## src/rtl/rvv_backend_uop_sequencer.sv

```systemverilog
// rvv_backend_uop_sequencer: maps command-queue head instructions onto uop-queue push lanes
// and carries the uop index of slot 0 across cycles for multi-cycle expansions.
module rvv_backend_uop_sequencer #(
  parameter int NUM_DE_INST     = 2,
  parameter int NUM_DE_UOP      = 4,
  parameter int UOP_INDEX_WIDTH = 3
) (
  input  logic                                       clk,
  input  logic                                       rst_n,
  input  logic [NUM_DE_INST-1:0]                     inst_valid,
  input  logic [NUM_DE_INST*UOP_INDEX_WIDTH-1:0]     inst_uop_num,
  input  logic [2:0]                                 uq_free_cnt,
  output logic [NUM_DE_INST-1:0]                     pop,
  output logic [NUM_DE_UOP-1:0]                      push,
  output logic [NUM_DE_UOP*$clog2(NUM_DE_INST)-1:0]  lane_inst_sel,
  output logic [NUM_DE_UOP*UOP_INDEX_WIDTH-1:0]      lane_uop_index,
  output logic [NUM_DE_UOP-1:0]                      lane_last,
  output logic [UOP_INDEX_WIDTH-1:0]                 uop_index_remain
);
  localparam int UW = UOP_INDEX_WIDTH;
  localparam int SW = $clog2(NUM_DE_INST);
  localparam int CW = UW + $clog2(NUM_DE_UOP) + 2;
  logic [UW-1:0]          uop_index_remain_q, uop_index_remain_d;
  logic [NUM_DE_INST-1:0] ev;
  logic [CW-1:0]          cap, used, need, take;
  logic [UW-1:0]          start, ix;
  logic                   blocked, illegal;
  always_comb begin
    cap = (uq_free_cnt > 3'(NUM_DE_UOP)) ? CW'(NUM_DE_UOP) : CW'(uq_free_cnt);
    illegal = uop_index_remain_q > inst_uop_num[UW-1:0];
    ev[0] = inst_valid[0];
    for (int i = 1; i < NUM_DE_INST; i++) ev[i] = inst_valid[i] & ev[i-1];
    push = '0;
    pop = '0;
    lane_inst_sel = '0;
    lane_uop_index = '0;
    lane_last = '0;
    used = '0;
    need = '0;
    take = '0;
    start = '0;
    ix = '0;
    blocked = illegal;
    uop_index_remain_d = (!ev[0] || illegal) ? uop_index_remain_q : '0;
    for (int i = 0; i < NUM_DE_INST; i++) begin
      start = (i == 0) ? uop_index_remain_q : '0;
      need = CW'(inst_uop_num[i*UW+:UW]) + CW'(1) - CW'(start);
      take = (need > cap - used) ? cap - used : need;
      if (ev[i] && !blocked) begin
        for (int j = 0; j < NUM_DE_UOP; j++) begin
          if (CW'(j) >= used && CW'(j) < used + take) begin
            ix = start + UW'(CW'(j) - used);
            push[j] = 1'b1;
            lane_inst_sel[j*SW+:SW] = SW'(i);
            lane_uop_index[j*UW+:UW] = ix;
            lane_last[j] = ix == inst_uop_num[i*UW+:UW];
          end
        end
        if (take == need) pop[i] = 1'b1;
        else begin
          // a partially issued slot becomes (or stays) the head next cycle
          blocked = 1'b1;
          uop_index_remain_d = (i == 0) ? uop_index_remain_q + UW'(take) : UW'(take);
        end
        used = used + take;
      end else blocked = 1'b1;
    end
    if (!rst_n) begin
      push = '0;
      pop = '0;
      lane_inst_sel = '0;
      lane_uop_index = '0;
      lane_last = '0;
    end
  end
  always_ff @(posedge clk or negedge rst_n)
    if (!rst_n) uop_index_remain_q <= '0;
    else uop_index_remain_q <= uop_index_remain_d;
  assign uop_index_remain = uop_index_remain_q;
  a_remain_legal: assert property (@(posedge clk) disable iff (!rst_n) !(ev[0] && illegal));
  a_head_stable: assert property (@(posedge clk) disable iff (!rst_n)
    (uop_index_remain_d != '0 && !pop[0]) |=> $stable(inst_uop_num[UW-1:0]));
endmodule

```

## config.mk

```make
export PLATFORM = sky130hd
export DESIGN_NAME = rvv_backend_uop_sequencer
export DESIGN_NICKNAME = d
export VERILOG_FILES = /design/src/rtl/rvv_backend_uop_sequencer.sv
export SDC_FILE = /design/constraint.sdc
export NUM_CORES = 1
export LEC_CHECK = 0
export BUFFER_PORTS_ARGS = -buffer_cell sky130_fd_sc_hd__clkbuf_2
export CORE_UTILIZATION = 40
export DETAILED_ROUTE_END_ITERATION = 10
export GPL_TIMING_DRIVEN = 0
export PLACE_DENSITY = 0.7
export SLEW_MARGIN = 20
export SYNTH_ARGS = -nofsm -noshare
export SYNTH_HDL_FRONTEND = slang
export SYNTH_SLANG_ARGS = --single-unit
```

## constraint.sdc

```tcl
create_clock -name clk -period 11.6 [get_ports clk]
set_input_delay 1.74 -clock clk [delete_from_list [all_inputs] [get_ports clk]]
set_output_delay 1.74 -clock clk [all_outputs]
set_load 0.02 [all_outputs]
```

# Word level (Yosys, flattened, before mapping)
# Cells that the tools add are included.
dict set report totals {
  in_bits 13
  regBits 3
  word_cells 106
  out_inout_bits 29
}
dict set report classes {
  mux 55
  add_sub_neg 13
  reduce_logical 10
  n_eq_ne 10
  bitwise 1
  order_cmp 16
}
# cell count
set ops {}
lappend ops {{2-to-1 mux 3 bit} 14}
lappend ops {{2-to-1 mux 12 bit} 3}
lappend ops {{2-to-1 mux 4 bit} 8}
lappend ops {{< comparator 1 x 7 -> 1 bit, first input constant} 4}
lappend ops {{< comparator 2 x 7 -> 1 bit, first input constant} 4}
lappend ops {{2-to-1 mux 1 bit} 26}
lappend ops {{== test 3 bit} 8}
lappend ops {{2-to-1 mux 7 bit} 3}
lappend ops {{greater-or-equal comparator 1 x 7 -> 1 bit, first input constant} 2}
lappend ops {{greater-or-equal comparator 2 x 7 -> 1 bit, first input constant} 2}
lappend ops {{adder 3 x 1 -> 4 bit, second input constant} 2}
lappend ops {{adder 7 bit} 1}
lappend ops {{== test 7 x 4 -> 1 bit} 1}
lappend ops {{== test 7 bit} 1}
lappend ops {{> comparator 4 x 7 -> 1 bit} 1}
lappend ops {{> comparator 7 x 3 -> 1 bit} 1}
lappend ops {{subtractor 3 x 7 -> 7 bit} 1}
lappend ops {{adder 3 x 2 -> 3 bit, second input constant} 2}
lappend ops {{logical AND 1 bit} 6}
lappend ops {{subtractor 1 x 3 -> 3 bit, first input constant} 2}
lappend ops {{subtractor 2 x 3 -> 3 bit, first input constant} 2}
lappend ops {{subtractor 4 x 3 -> 5 bit} 1}
lappend ops {{adder 3 x 1 -> 3 bit, second input constant} 1}
lappend ops {{adder 3 bit} 1}
lappend ops {{6 further kinds} 8}

# Depth between registers and ports, before layout
dict set report depth {
  depth_word 14
  ltp_mapped 32
  ltp_nobuf 31
}

# Worst setup path before layout
# Ideal clock, no wire load.
dict set report synth_path {
  path_type {input to output}
  start {input port inst_uop_num[1]}
  end {output port lane_uop_index[5]}
  required_ps 9860
  arrival_time_ps 7914
  slack_ps 1946
  stages 31
  path_buffers 0
  cell_sequence {inv_1 -> ha_1 -> inv_1 -> ha_1 -> ha_1 -> nor2b_1 -> o21ai_1 -> a21o_1 -> a21boi_2 -> nor2_1 -> ha_1 -> inv_1 -> fa_1 -> inv_1 -> ha_1 -> nor2b_1 -> o21a_1 -> o21a_1 -> o221ai_2 -> nor2_1 -> a21oi_1 -> ha_1 -> inv_1 -> fa_1 -> a211oi_1 -> mux2i_1 -> nor3_4 -> and2_4 -> nor3_4 -> or3_1 -> a21oi_1}
}
dict set report synth_between {
  elab_chain_cells 14
  word_cells_on_any_way 27
  classes_between {add/sub (5); order compare (6); eq/ne (1); mux (10); reduce/logical (5)}
}
# item line_no
set synth_rtl {}
lappend synth_rtl {{from (decl)} 11} ;# input logic [NUM_DE_INST*UOP_INDEX_WIDTH-1:0] inst_uop_num,
lappend synth_rtl {{adder 3 x 1 -> 4 bit} 47} ;# need = CW'(inst_uop_num[i*UW+:UW]) + CW'(1) - CW'(start);
lappend synth_rtl {{subtractor 4 x 3 -> 5 bit} 47}
lappend synth_rtl {{> comparator 7 x 3 -> 1 bit} 48} ;# take = (need > cap - used) ? cap - used : need;
lappend synth_rtl {{2-to-1 mux 7 bit} 48}
lappend synth_rtl {{2-to-1 mux 7 bit} 49} ;# if (ev[i] && !blocked) begin
lappend synth_rtl {{subtractor 3 x 7 -> 7 bit} 48}
lappend synth_rtl {{> comparator 4 x 7 -> 1 bit} 48}
lappend synth_rtl {{2-to-1 mux 7 bit} 48}
lappend synth_rtl {{adder 7 bit} n/a}
lappend synth_rtl {{< comparator 1 x 7 -> 1 bit} 51} ;# if (CW'(j) >= used && CW'(j) < used + take) begin
lappend synth_rtl {{logical AND 1 bit} 51}
lappend synth_rtl {{2-to-1 mux 3 bit} 51}
lappend synth_rtl {{2-to-1 mux 12 bit (*)} 49}
lappend synth_rtl {{2-to-1 mux 12 bit (*)} 68} ;# if (!rst_n) begin
lappend synth_rtl {{to (decl)} 16} ;# output logic [NUM_DE_UOP*UOP_INDEX_WIDTH-1:0] lane_uop_index,
# Every way passes the cells marked *; elsewhere a longest branch is shown, timed or not.

# Final worst setup path
# Same ends and word-level chain as after synthesis.

==> metrics.md <==
| Metric | Value |
|---|---|
| WL/cell | approximately 15 µm |
| Number of global-route vias before repair | between 2k and 2.5k |
| PortBufs | 41 |
| WL final | about 5700 µm |
| Max-cap violations | 0 |
| Crit-path max FO | 10 |
| Synthesis-stage register bit count | 3 |
| Average size of a mapped cell | around 7.7 µm² |
| Relative slew slack | about 60% |
| # nets final | 364 |
| Commonest cells post-synth | ha_1, inv_1, nor2_1, nand2_1, xnor2_1 |
| P&R area growth vs syn | 16.7% |
| Largest register FFs | 3 |
| Total global-route track usage | 22.6% |
| Post-synth EDFFs | 0 |
| Clock tree sinks | 3 |
| CP endpoint kind | output pin |
| Hold WC Path Type | flop to flop |
| CTS clk-pin slew, worst paths | around 0.030 ns |
| Fillers | 513 |
| First-pass GRT wire length | slightly below 10000 µm |
| Post-synthesis instance area | around 2000 µm² |
| Synth unique cells | 62 |
| GP Congestion | 0.887 |
| Max incr delay on CP | roughly 0.55 ns |
| CTS tree | done |
| Final setup vio count | 0 |
| Router iterations before antenna repair | 4 |
| Fin. Hold Viols | 0 |
| Die boundary width | 73.5 µm |
| Synth top area share | approximately 20% |
| H-tree depth | 1 |
| CTS root buf | clkbuf_8 |
| Clock tree buffer depth | 2 |
| Initial antenna violation count | 0 |
| Post-DRT Antenna Nets | 0 |
| Setup Fix Bufs, Post-CTS | 0 |
| Share of post-route cells with drive strength above 1 | a little over a fifth |
| Synth Area in XOR/XNOR | under 10% |
| DP Wirelength | 4630 µm |
| Fin. max-slew vios | 0 |
| Min Tclk post-route | ~11 ns |
| Crit path kind | input pin to output pin |
| Largest net degree at the start of global routing | 13 |
| Initial drt markers | about 230 |
| Largest cells by area after synthesis | ha_1, xnor2_1, fa_1 |
| Global route overflow | 0 |
| Outcome | finished, final reports clean |
| Compound-Gate Fraction of Synth Area | roughly 28% |
| VDD IR max | 136 µV |
| Ys async rst share | 100% |
| RSZ-0062 raised after global routing | no |
| F_max | 94.3 MHz |
| WP data required | 9.86 ns |
| CP Data Arrival Time | 8.86 ns |
| Worst Setup Start Kind | input pin |
| DR vias/cell | ~5.6 |
| Setup tns final | 0 ns |
| Worst Tran Pin Value | ~0.6 ns |
| Hold Buf Count CTS | 0 |
| Tcrit/Tclk final | 91.4% |
| Pleak | around 1.1 nW |
| Core area | 4820 µm² |
| Top-count cell post-synth | ha_1 |
| Site row count | 25 |
| Initial Util | a little over two fifths |
| Clock skew | ~0.0023 ns |
| Mux cell area share after synthesis | under 10% |
| Post-Synth Adder-Cell Area | between 20% and 30% |
| Finished Layout Cells | between 300 and 400 |
| I/O pins | 42 |
| Routed via count | roughly 2.1k |
| Slowest CP cell | fa_1 |
| Clock buffer count from CTS | 3 |
| Post-cts resize count | 0 |
| Pwr/cell area | about 280 nW/µm² |
| Cell count after synthesis | ~270 |
| Clock latency on the worst-skew pair | 0.21 ns |
| Simple-Gate Fraction of Synth Area | 23.9% |
| Largest family of logic cells by synthesized area | compound AO/OA/AOI/OAI gates |
| N_diodes | 0 |
| Most common cell on crit path | ha_1 |
| Detailed-route DRC error count | 0 |
| Sequential share of the synthesized area | under 10% |
| Synth area leader | ha_1 |
| YS warnings | 0 |
| Dpl cells | 375 |
| Top_reg_cell synth | dfrtp_1 |
| Die Area | roughly 5400 µm² |
| Die Span Y | ~74 µm |
-- power by group --
group | switching [W] | leakage, nW | internal, W
combinational | 0.000371 | 1.07 | 0.000230
clock | 0.00000673 | 0.0228 | 0.0000234
sequential | 0.0000116 | 0.0379 | 0.0000157
total | 0.000389 | 1.13 | 0.000269
-- placed cells by master, fill, tap and decap left out, types with 6 or more instances in the layout --
cell      synthesis  final
clkbuf_2          0     41
ha_1             33     33
inv_1            25     25
nor2_1           19     19
nand2_1          17     17
xnor2_1          15     15
o21ai_0          10     10
a21oi_1           8      8
clkbuf_1          6      7
o21a_1            7      7
nand3_1           6      6
a31oi_1           6      6
or3_1             6      6
xor2_1            6      6
o31ai_1           6      6
-- kinds of logic after synthesis --
group | Yosys count
simple gates | 85
compound gates | 76
other cells | 1
flops | 3
mux | 4
fa+ha+maj | 38
xor+xnor | 22
buf+inv | 36
-- per-layer routing --
| layer | part of all wire (%) | vias to the layer above | global-route usage [%] |
|---|---|---|---|
| met4 | 1.3 | 0 | 6.84 |
| met3 | 4.9 | 9 | 1.78 |
| met5 | 0 | - | 0 |
| met2 | 45 | 65 | 35.3 |
| li1 | - | 1061 | - |
| met1 | 48 | 985 | 32.9 |
-- cell type report --
cell class / count / area (µm²) / area share (%)
flip-flops and latches: 3 / 75.1 / 3.14
clock buffers: 4 / 45.0 / 1.89
repair buffers: 41 / 205 / 8.60
well taps: 67 / 83.8 / 3.51
inverters: 26 / 97.6 / 4.09
multi-input cells: 228 / 1830 / 76.7
plain buffers: 10 / 48.8 / 2.04
-- critical path: cells and delay by family --
| family | cells | cell delay, ns |
|---|---|---|
| and+or+nand+nor | 8 | 1.63 |
| AOI/OAI and AO/OA | 9 | 2.15 |
| adders and majority gates | 7 | 2.40 |
| buffers and inverters | 7 | 0.76 |
| muxes | 1 | 0.16 |
-- per-stage QoR --
| stage | area, µm² | utilization [%] | hold slack [ns] | worst slack (ns) | power [W] |
|---|---|---|---|---|---|
| 2_1_floorplan | 2050 | - | 0.833 | 1.95 | 0.000491 |
| 3_3_place_gp | 2340 | 48.6 | 0.878 | 1.20 | 0.000613 |
| 3_5_place_dp | 2340 | 48.6 | 0.879 | 1.08 | 0.000622 |
| 4_1_cts | 2390 | 49.6 | 0.896 | 1.05 | 0.000656 |
| 5_1_grt | 2390 | 49.6 | 0.928 | 0.418 | 0.000734 |
| 6_report | 2390 | 49.6 | 0.894 | 0.995 | 0.000659 |
-- final timing paths --
check,startpoint,end,slack [ns],cells after the start
max,inst_uop_num[1],lane_uop_index[5],1.0,32
min,uop_index_remain[0]$_DFF_PN0_,uop_index_remain[0]$_DFF_PN0_,0.89,3
max reg2reg,uop_index_remain[1]$_DFF_PN0_,uop_index_remain[0]$_DFF_PN0_,6.09,19
min reg2reg,uop_index_remain[0]$_DFF_PN0_,uop_index_remain[0]$_DFF_PN0_,0.89,3
max in group asynchronous,rst_n,uop_index_remain[0]$_DFF_PN0_,10.09,1
min in group asynchronous,rst_n,uop_index_remain[1]$_DFF_PN0_,1.35,1
No activity file was read; power rests on OpenSTA's default activity.
